[src/rtl/pipeline_stage_fifo.sv]
// Elastic DEPTH-entry pipeline stage with stall/done handshake, head hold and synchronous flush.
// Optional zero-latency pass-through when empty: define PIPELINE_STAGE_FIFO_BYPASS_EN.
module pipeline_stage_fifo #(
    parameter int PAYLOAD_WIDTH = 96,
    parameter int DEPTH         = 2,
    localparam int COUNT_WIDTH  = $clog2(DEPTH + 1)
) (
    input  logic                     clk,
    input  logic                     rst,
    output logic                     stall_prev,
    input  logic                     prev_done,
    input  logic [PAYLOAD_WIDTH-1:0] payload_in,
    input  logic                     next_stall,
    output logic                     done_next,
    output logic [PAYLOAD_WIDTH-1:0] payload_out,
    input  logic                     hold,
    input  logic                     flush,
    output logic [COUNT_WIDTH-1:0]   occupancy
);

    localparam int PTR_WIDTH = (DEPTH > 1) ? $clog2(DEPTH) : 1;
    localparam logic [COUNT_WIDTH-1:0] FULL_COUNT = COUNT_WIDTH'(DEPTH);
    localparam logic [COUNT_WIDTH-1:0] ZERO_COUNT = {COUNT_WIDTH{1'b0}};
    localparam logic [COUNT_WIDTH-1:0] ONE_COUNT  = COUNT_WIDTH'(1);
    localparam logic [PTR_WIDTH-1:0]   LAST_PTR   = PTR_WIDTH'(DEPTH - 1);
    localparam logic [PTR_WIDTH-1:0]   ZERO_PTR   = {PTR_WIDTH{1'b0}};
    localparam logic [PTR_WIDTH-1:0]   ONE_PTR    = PTR_WIDTH'(1);

    logic [PAYLOAD_WIDTH-1:0] mem_r [DEPTH];
    logic [PTR_WIDTH-1:0]     wr_ptr_r;
    logic [PTR_WIDTH-1:0]     rd_ptr_r;
    logic [COUNT_WIDTH-1:0]   count_r;

    logic empty_s;
    logic bypass_s;
    logic bypass_take_s;
    logic transfer_prev_s;
    logic transfer_next_s;
    logic write_en_s;
    logic read_en_s;

    // Wrap explicitly so DEPTH need not be a power of two.
    function automatic logic [PTR_WIDTH-1:0] next_ptr(input logic [PTR_WIDTH-1:0] ptr);
        return (ptr == LAST_PTR) ? ZERO_PTR : ptr + ONE_PTR;
    endfunction

    // Handshake decode; stall_prev sees next_stall only through transfer_next_s.
    always_comb begin
        empty_s = (count_r == ZERO_COUNT);
`ifdef PIPELINE_STAGE_FIFO_BYPASS_EN
        bypass_s = empty_s && prev_done && !hold && !flush && !rst;
`else
        bypass_s = 1'b0;
`endif
        done_next       = !rst && !flush && !hold && (!empty_s || bypass_s);
        payload_out     = bypass_s ? payload_in : mem_r[rd_ptr_r];
        transfer_next_s = done_next && !next_stall;
        stall_prev      = rst || flush || ((count_r == FULL_COUNT) && !transfer_next_s);
        transfer_prev_s = prev_done && !stall_prev;
        // A taken bypass consumes the input directly, so neither side touches storage.
        bypass_take_s   = bypass_s && !next_stall;
        write_en_s      = transfer_prev_s && !bypass_take_s;
        read_en_s       = transfer_next_s && !bypass_take_s;
        occupancy       = count_r;
    end

    // Pointer and occupancy state; reset and flush discard every entry identically.
    always_ff @(posedge clk) begin
        if (rst || flush) begin
            wr_ptr_r <= ZERO_PTR;
            rd_ptr_r <= ZERO_PTR;
            count_r  <= ZERO_COUNT;
        end else begin
            if (write_en_s) begin
                wr_ptr_r <= next_ptr(wr_ptr_r);
            end
            if (read_en_s) begin
                rd_ptr_r <= next_ptr(rd_ptr_r);
            end
            case ({write_en_s, read_en_s})
                2'b10:   count_r <= count_r + ONE_COUNT;
                2'b01:   count_r <= count_r - ONE_COUNT;
                default: count_r <= count_r;
            endcase
        end
    end

    // Payload storage is left unreset; stale slots are never presented as valid.
    always_ff @(posedge clk) begin
        if (write_en_s) begin
            mem_r[wr_ptr_r] <= payload_in;
        end
    end

endmodule

[config.mk]
export PLATFORM = sky130hd
export DESIGN_NAME = pipeline_stage_fifo
export DESIGN_NICKNAME = d
export VERILOG_FILES = /design/src/rtl/pipeline_stage_fifo.sv
export SDC_FILE = /design/constraint.sdc
export NUM_CORES = 1
export LEC_CHECK = 0
export BUFFER_PORTS_ARGS = -buffer_cell sky130_fd_sc_hd__buf_2
export CORE_UTILIZATION = 52
export DETAILED_ROUTE_END_ITERATION = 16
export PLACE_DENSITY = 0.9
export SETUP_SLACK_MARGIN = 0.3
export SYNTH_ARGS = -nofsm -noshare
export SYNTH_HDL_FRONTEND = slang
export SYNTH_SLANG_ARGS = --single-unit
export TNS_END_PERCENT = 1
[constraint.sdc]
create_clock -name clk -period 7.1 [get_ports clk]
set_clock_uncertainty 0.2 [all_clocks]
set_input_delay 0.71 -clock clk [delete_from_list [all_inputs] [get_ports clk]]
set_output_delay 0.71 -clock clk [all_outputs]
set_load 0.005 [all_outputs]
* After elaboration in Yosys (flattened, before gate mapping)
Memory sizes are Yosys's and may differ from the RTL's. A register that Yosys moved wholly into a read port is not among the register bits. Cells that the tools add are included.
Storage, ports and cells: register bits after elaboration 4, bits of input ports 102, output and inout port bits 100, logic and storage cells 35, memory bits (writable) 192, memories kept 1
Memories:
- mem_r | depth 2, bits a word 96, read ports 1, clocked after Yosys merged registers in 1, write ports 1, RTL line 29 | logic [PAYLOAD_WIDTH-1:0] mem_r [DEPTH];
Operators by class: reduce and logical (&&, ||, !) cells 17, add/sub/neg operators 4, mux-type cells 7, eq/ne operators 3
Operators with widths (number):
- zero test 1 bit | 7
- logical AND 1 bit | 6
- two-way mux 1 bit | 6
- equality test 2 bit (second input constant) | 2
- case mux 2 bit (2 select lines) | 1
- adder 1 bit (second input constant) | 2
- adder 2 x 1 -> 2 bit (second input constant) | 1
- equality test 2 x 1 -> 1 bit (second input constant) | 1
- zero test 2 bit | 1
- logical OR 1 bit | 2
- nonzero test 2 bit | 1
- subtractor 2 x 1 -> 2 bit (second input constant) | 1

* Depth between registers and ports, before layout
Gate-level depths: netlist of run 1.
word-level depth 12, gate-level depth with buffers 7, depth with buffers taken out 7

* Worst setup path after synthesis of run 1
No wires, ideal clock.
kind input -> register, start point in flush, end point mem mem_r[0][0], enable pin, data required time 6.348 ns, path slack 1.266 ns, arrival time 5.082 ns, library setup time 0.552 ns, path buffers 0, stages on the path 3, cell sequence nor2_1 > o211ai_2 > nor2_1
Between the ends: word-level cells in the longest chain between the ends 12, elaborated cells on any way between the ends 13, classes of those cells 2 x mux; 11 x reduce/logical
RTL lines:
- from (decl) | RTL line 17 | input logic flush,
- zero test 1 bit | RTL line 55 | done_next = !rst && !flush && !hold && (!empty_s || bypass_s);
- logical AND 1 bit (3 in a row) | RTL line 55
- logical AND 1 bit | RTL line 57 | transfer_next_s = done_next && !next_stall;
- zero test 1 bit | RTL line 58 | stall_prev = rst || flush || ((count_r == FULL_COUNT) && !transfer_next_s);
- logical AND 1 bit | RTL line 58
- logical OR 1 bit (*) | RTL line 58
- zero test 1 bit (*) | RTL line 59 | transfer_prev_s = prev_done && !stall_prev;
- logical AND 1 bit (*) | RTL line 59
- two-way mux 1 bit (*) | RTL line 90 | if (write_en_s) begin
- two-way mux 1 bit (not written as such) (*) | RTL line 91 | mem_r[wr_ptr_r] <= payload_in;
- to (decl) | RTL line 29
Every way passes the cells marked *; elsewhere a longest branch is shown, timed or not.

==> results of run 1 <==
cell usage in the layout (no fill, tap or decap):
cell type	n
inv_1	1
or2_2	1
nor3_1	1
clkinv_2	2
dfxtp_1	4
ha_1	1
a21oi_1	3
nand2_1	1
bufinv_16	2
buf_2	201
clkbuf_16	17
inv_8	1
clkinvlp_4	6
nor2_4	2
buf_4	3
clkinv_1	2
nor2_1	5
o31ai_1	1
clkbuf_1	2
o211ai_2	1
xor2_1	1
o21ai_0	3
nand2b_1	1
xnor2_1	1
or4_4	1
or3_1	1
mux2_2	96
mux2i_1	1
dfxtp_4	1
edfxtp_1	192
Yosys cell counts (all sizes together):
master,number
dfxtp,5
a21oi,3
o211ai,1
nor3,1
o31ai,1
or2,1
o21ai,3
mux2,96
inv,1
edfxtp,192
xor2,1
buf,11
mux2i,1
xnor2,1
nand2,1
or3,1
ha,1
nand2b,1
nor2,7
or4,1
cells by family (layout without fill, tap and decap cells):
logic type | Yosys count | after routing | share of synthesized area, %
compound gates | 8 | 8 | 0.696
xor+xnor | 2 | 2 | 0.244
fa+ha+maj | 1 | 1 | 0.174
buf+inv | 12 | 237 | 1.25
flops | 197 | 197 | 81.6
mux | 97 | 97 | 15.2
simple gates | 13 | 13 | 0.905
sequential cells by signal (all words and copies together), names as in the netlist, named ones only:
signal,cells
rd_ptr_r,1
mem_r,192
wr_ptr_r,1
occupancy,2
worst max path at each step:
stage               from              end  slack, ns  cells past startpoint
2_1_floorplan      flush      mem_r[0][0]       1.27                      3
3_3_place_gp       flush     mem_r[1][64]       4.03                      5
3_5_place_dp       flush     mem_r[0][64]       3.91                      5
4_1_cts        flip-flop  payload_out[33]       3.73                      3
5_1_grt        flip-flop  payload_out[65]       3.62                      3
6_report       flip-flop  payload_out[41]       3.77                      3
metrics by stage:
step                      setup slack, ns  total power [mW]  hold slack (ns)  instance area (sq um)
after floorplan                      1.27              1.36            0.250                   7190
after global placement               4.03              1.41            0.282                   8370
after detailed placement             3.91              1.42            0.294                   8370
after CTS                            3.73              2.32            0.255                   8940
after global routing                 3.62              2.37            0.253                   8940
final                                3.77              2.30            0.274                   8940
final cells by class:
cell class,count,share of cell area [%]
clock buffer,19,4.84
clock inverter,13,1.50
inverter,1,0.0420
multi-input combinational,121,14.0
sequential,197,65.7
tap,176,2.46
timing repair buffer,204,11.5
worst register-to-register path, delay by kind of cell, from the launching register on:
family / cells / cell delay (ns)
buffers and inverters: 1 / 0.85
AND/OR/NAND/NOR: 2 / 0.48
flip-flops: 1 / 0.45
AO/OA/AOI/OAI: 1 / 0.18
power breakdown:
part | switching [mW] | total, mW | internal (mW) | leakage (nW)
clock | 0.390 | 0.907 | 0.517 | 0.258
combinational | 0.0434 | 0.0862 | 0.0428 | 1.20
sequential | 0.00566 | 1.31 | 1.30 | 1.79
total | 0.439 | 2.30 | 1.86 | 3.24
per-layer routing:
metal  global-route usage, %  vias up  share of wire (%)
met5                       0        -              0.088
met4                    8.13        2                1.1
met3                    4.94       16                7.0
met2                    31.2      152                 53
met1                    21.5     1872                 39
li1                        -     1740                  -
==> impl_metrics.json, run 1 <==
{
  "status": "complete, no violations",
  "final_layout_size_suffix_gt1_share_pct": 60.2,
  "final_max_slew_viol_count": 0,
  "cp_top_family": "flip-flops",
  "gp_congestion": 0.724,
  "drcViolationCount": 0,
  "reg2reg_slack_ns": 4.39,
  "crit_buf_inv": 2,
  "ioPinCount": 202,
  "design.die.area_sq_mm": 0.0143,
  "grt_use_total_pct": 18.2,
  "r2r_cells": 4,
  "num_rows": 42,
  "synth.area.top_cells": "edfxtp_1 (80%), mux2_2 (15%), dfxtp_1 (1.4%), buf_6 (0.78%), buf_2 (0.42%)",
  "endpoint_kind": "output pin",
  "wl_per_cell_um": 17.2,
  "final_cells": 731,
  "grt_pass1_vias": 3833,
  "critPathMaxStageDelay_ns": 0.80,
  "cpMaxStageDelayCell": "dfxtp_4",
  "r2r-start": "occupancy[0]",
  "start_util_pct": 53.9,
  "whs_path_depth": 1,
  "dp_hpwl_um": 8090,
  "p_leak_nw": 3.24,
  "final_nets": 645,
  "cts_buffers": 17,
  "cts_resized": 0,
  "ant_nets": 0,
  "clkSinkCount": 197,
  "dp_cells": 699,
  "diodes": 0,
  "hold_path_class": "input port to flip-flop",
  "min-delay-start": "payload_in[16]",
  "ys_types": 21,
  "grt_start_max_net_pins": 88,
  "grt_first_pass_wirelength_um": 19100,
  "postCtsHoldBufs": 0,
  "yosys_warnings": 0,
  "syn_area_sq_mm": 0.00719,
  "io_buffers": 201,
  "detail_route.iter0.violations": 236,
  "ys_ff_latch": 197,
  "fp.dieH_um": 120,
  "max-vdd-ir-drop_mv": 0.172,
  "postCtsSetupBuffers": 0,
  "synth_fp_nets": 433,
  "finalHoldViolCount": 0,
  "clkTransAtPathRegs_ns": 0.07,
  "ff_latch_area_sq_mm": 0.00587,
  "synthCells": 330,
  "rsz0062_at_grt": "no",
  "clockBufferDepth": 2,
  "slew_headroom_pct": 20.6,
  "tns_ns": 0,
  "final_core_util_pct": 67.0,
  "avgSynthCellArea_sq_um": 21.8,
  "synth_top_area_cell": "edfxtp_1",
  "drt-total-wl_um": 12500,
  "max_freq_mhz": 300,
  "cp.required_ns": 6.19,
  "fillCellCount": 921,
  "root_buffer": "clkbuf_16",
  "arrival_ns": 2.42,
  "setup_viol": 0,
  "crit_fanout": 51,
  "crit_path_start_kind": "flip-flop",
  "hold_path_end": "mem_r[0][16]",
  "worstPathCellList": "buf_4, mux2_2, buf_2",
  "cts_max_level": 4,
  "multi_input_comb_area_sq_mm": 0.00125,
  "clkLatencyLatePin_ns": 0.42,
  "dr.pass1.iters": 4,
  "fin_crit_ns": 3.33,
  "cts_tree": "done",
  "maxCapViolations": 0,
  "fin_crit_sh_pct": 46.9,
  "viasPerCell": 5.17,
  "area_growth_pct": 24.3,
  "die_x_um": 120,
  "tightest_slew_ns": 1.19,
  "antenna_found_initial": 1,
  "grt_overflow": 0,
  "criticalPathCategory": "flip-flop to output pin",
  "netlist.area_leader.share_pct": 80.2,
  "num_vias": 3782,
  "power.density_mw_per_mm2": 257,
  "ys_seq_area_share_pct": 81.6,
  "coreArea_sq_mm": 0.0133,
  "reg2reg_to": "mem_r[1][45]"
}
Power figures use the tool's default switching activity.
==> run 2: changes to the inputs <==
==> constraint.sdc (replaced) <==
create_clock -name clk -period 3.2 [get_ports clk]
set_clock_uncertainty 0.2 [all_clocks]
set_input_delay 0.32 -clock clk [delete_from_list [all_inputs] [get_ports clk]]
set_output_delay 0.32 -clock clk [all_outputs]
set_load 0.005 [all_outputs]
==> impl_metrics.json, run 2 (synthesis results as in run 1) <==
{
  "top_register": "mem_r",
  "viasPerCell": 5.05,
  "maxCapViolations": 0,
  "grt_start_max_net_pins": 97,
  "min-delay-start": "next_stall",
  "ant_nets": 0,
  "r2r-start": "occupancy[0]",
  "p_clk_share_pct": 39.3,
  "grt_pass1_vias": 4491,
  "design.die.area_sq_mm": 0.0143,
  "p_leak_nw": 3.70,
  "dp_cells": 701,
  "fp.dieH_um": 120,
  "cp-endpoint": "occupancy[1]",
  "final_max_slew_viol_count": 0,
  "fin_crit_sh_pct": 75.7,
  "dp_hpwl_um": 8190,
  "clockBufferDepth": 2,
  "max-vdd-ir-drop_mv": 0.396,
  "final_nets": 745,
  "final_common_cell": "buf_2",
  "gp_congestion": 0.795,
  "power.density_mw_per_mm2": 526,
  "p_switching_mw": 1.05,
  "detail_route.iter0.violations": 300,
  "layout.cells.most_common_list": "buf_2 (201), edfxtp_1 (192), dlygate4sd3_1 (98), mux2_2 (96), clkbuf_16 (17)",
  "clkTransAtPathRegs_ns": 0.07,
  "grt_use_total_pct": 21.3,
  "fin_crit_ns": 2.42,
  "comb_power_share_pct": 5.7,
  "holdWs_ns": 0.0781,
  "cp.required_ns": 3.35,
  "reg2reg_to": "mem_r[1][87]",
  "seqPwrFrac_pct": 55.0,
  "die_x_um": 120,
  "final_layout_size_suffix_gt1_share_pct": 51.9,
  "total_power_mw": 5.26,
  "fin_area_sq_mm": 0.0100,
  "num_rows": 42,
  "arrival_ns": 2.58,
  "cts_max_level": 4,
  "final_cells": 832,
  "grt_overflow": 0,
  "reg2reg_slack_ns": 1.07,
  "endpoint_kind": "flip-flop",
  "drt-total-wl_um": 14800,
  "swShare_pct": 19.9,
  "status": "complete, no violations",
  "crit_fanout": 4,
  "num_vias": 4202,
  "cts_tree": "done",
  "wl_per_cell_um": 17.8,
  "start_util_pct": 53.9,
  "crit_path_start_kind": "input port",
  "r2r_cells": 4,
  "place_area_sq_mm": 0.00844,
  "coreArea_sq_mm": 0.0133,
  "drcViolationCount": 0,
  "tightest_slew_ns": 0.606,
  "ioPinCount": 202,
  "area_growth_pct": 39.0,
  "clkLatencyLatePin_ns": 0.42,
  "max_freq_mhz": 413,
  "io_buffers": 201,
  "criticalPathCategory": "input port to flip-flop",
  "rsz0062_at_grt": "no",
  "grt_first_pass_wirelength_um": 22700,
  "slew_headroom_pct": 59.6,
  "hold_path_class": "input port to flip-flop",
  "crit_start": "rst",
  "dr.pass1.iters": 4,
  "clkSinkCount": 197,
  "root_buffer": "clkbuf_16",
  "finalHoldViolCount": 0,
  "setup_viol": 0,
  "largest_reg_flops": 192,
  "cts_resized": 0,
  "power.internal_mw": 4.22,
  "cts_buffers": 17,
  "antenna_found_initial": 1,
  "final_core_util_pct": 74.9
}
==> run 2: worst max-delay path, stage by stage <==
cell and delay [ns]:
dlygate4sd3_1 0.53, buf_2 0.12, nor2_1 0.28, o21ai_0 0.22
nor3_1 0.25, ha_1 0.26, xnor2_1 0.12, or3_1 0.33
a21oi_1 0.14
==> run 2: power by group through the flow <==
| stage | combinational [mW] | sequential, mW | clock, mW |
|---|---|---|---|
| global route | 0.320 | 2.90 | 2.21 |
| detailed placement | 0.196 | 2.95 | 0 |
| floorplan | 0.0640 | 2.95 | 0 |
| global placement | 0.184 | 2.95 | 0 |
| finish | 0.298 | 2.90 | 2.07 |
| CTS | 0.290 | 2.90 | 2.10 |
==> run 2: timing repair <==
action	4_1_cts	5_1_grt
buffers inserted	0	0
hold endpoints to repair	196	0
hold buffers	98	0
==> run 2: how the worst min path moves through the flow <==
stage                     slack (ns)  cells past startpoint            to
final                           0.08                      3      rd_ptr_r
after global routing            0.07                      3      rd_ptr_r
after CTS                       0.03                      3      rd_ptr_r
after detailed placement        0.31                      1  mem_r[1][49]
after global placement          0.28                      2      rd_ptr_r
after floorplan                 0.22                      0   mem_r[0][0]
==> run 2: final cells by class <==
cell class / count / area [sq um]
multi-input cells: 121 / 1250
clock buffers: 17 / 425
clock inverters: 15 / 153
fillers: 738 / 3350
flip-flops and latches: 197 / 5870
repair buffers: 304 / 2070
diodes: 1 / 2.50
well taps: 176 / 220
inverters: 1 / 3.75
==> run 2: per-stage QoR <==
stage / setup TNS, ns / worst slack, ns
floorplan: -125.06 / -0.651
global placement: 0 / 1.17
detailed placement: 0 / 1.03
CTS: 0 / 0.830
global route: 0 / 0.628
finish: 0 / 0.777
==> run 2: per-layer routing <==
metal / vias up / global-route usage, % / part of all wire, %
li1: 1933 / - / -
met1: 2055 / 23.9 / 37
met2: 191 / 38.2 / 55
met3: 23 / 5.56 / 6.5
met4: 0 / 9.14 / 1.8
met5: - / 0 / 0
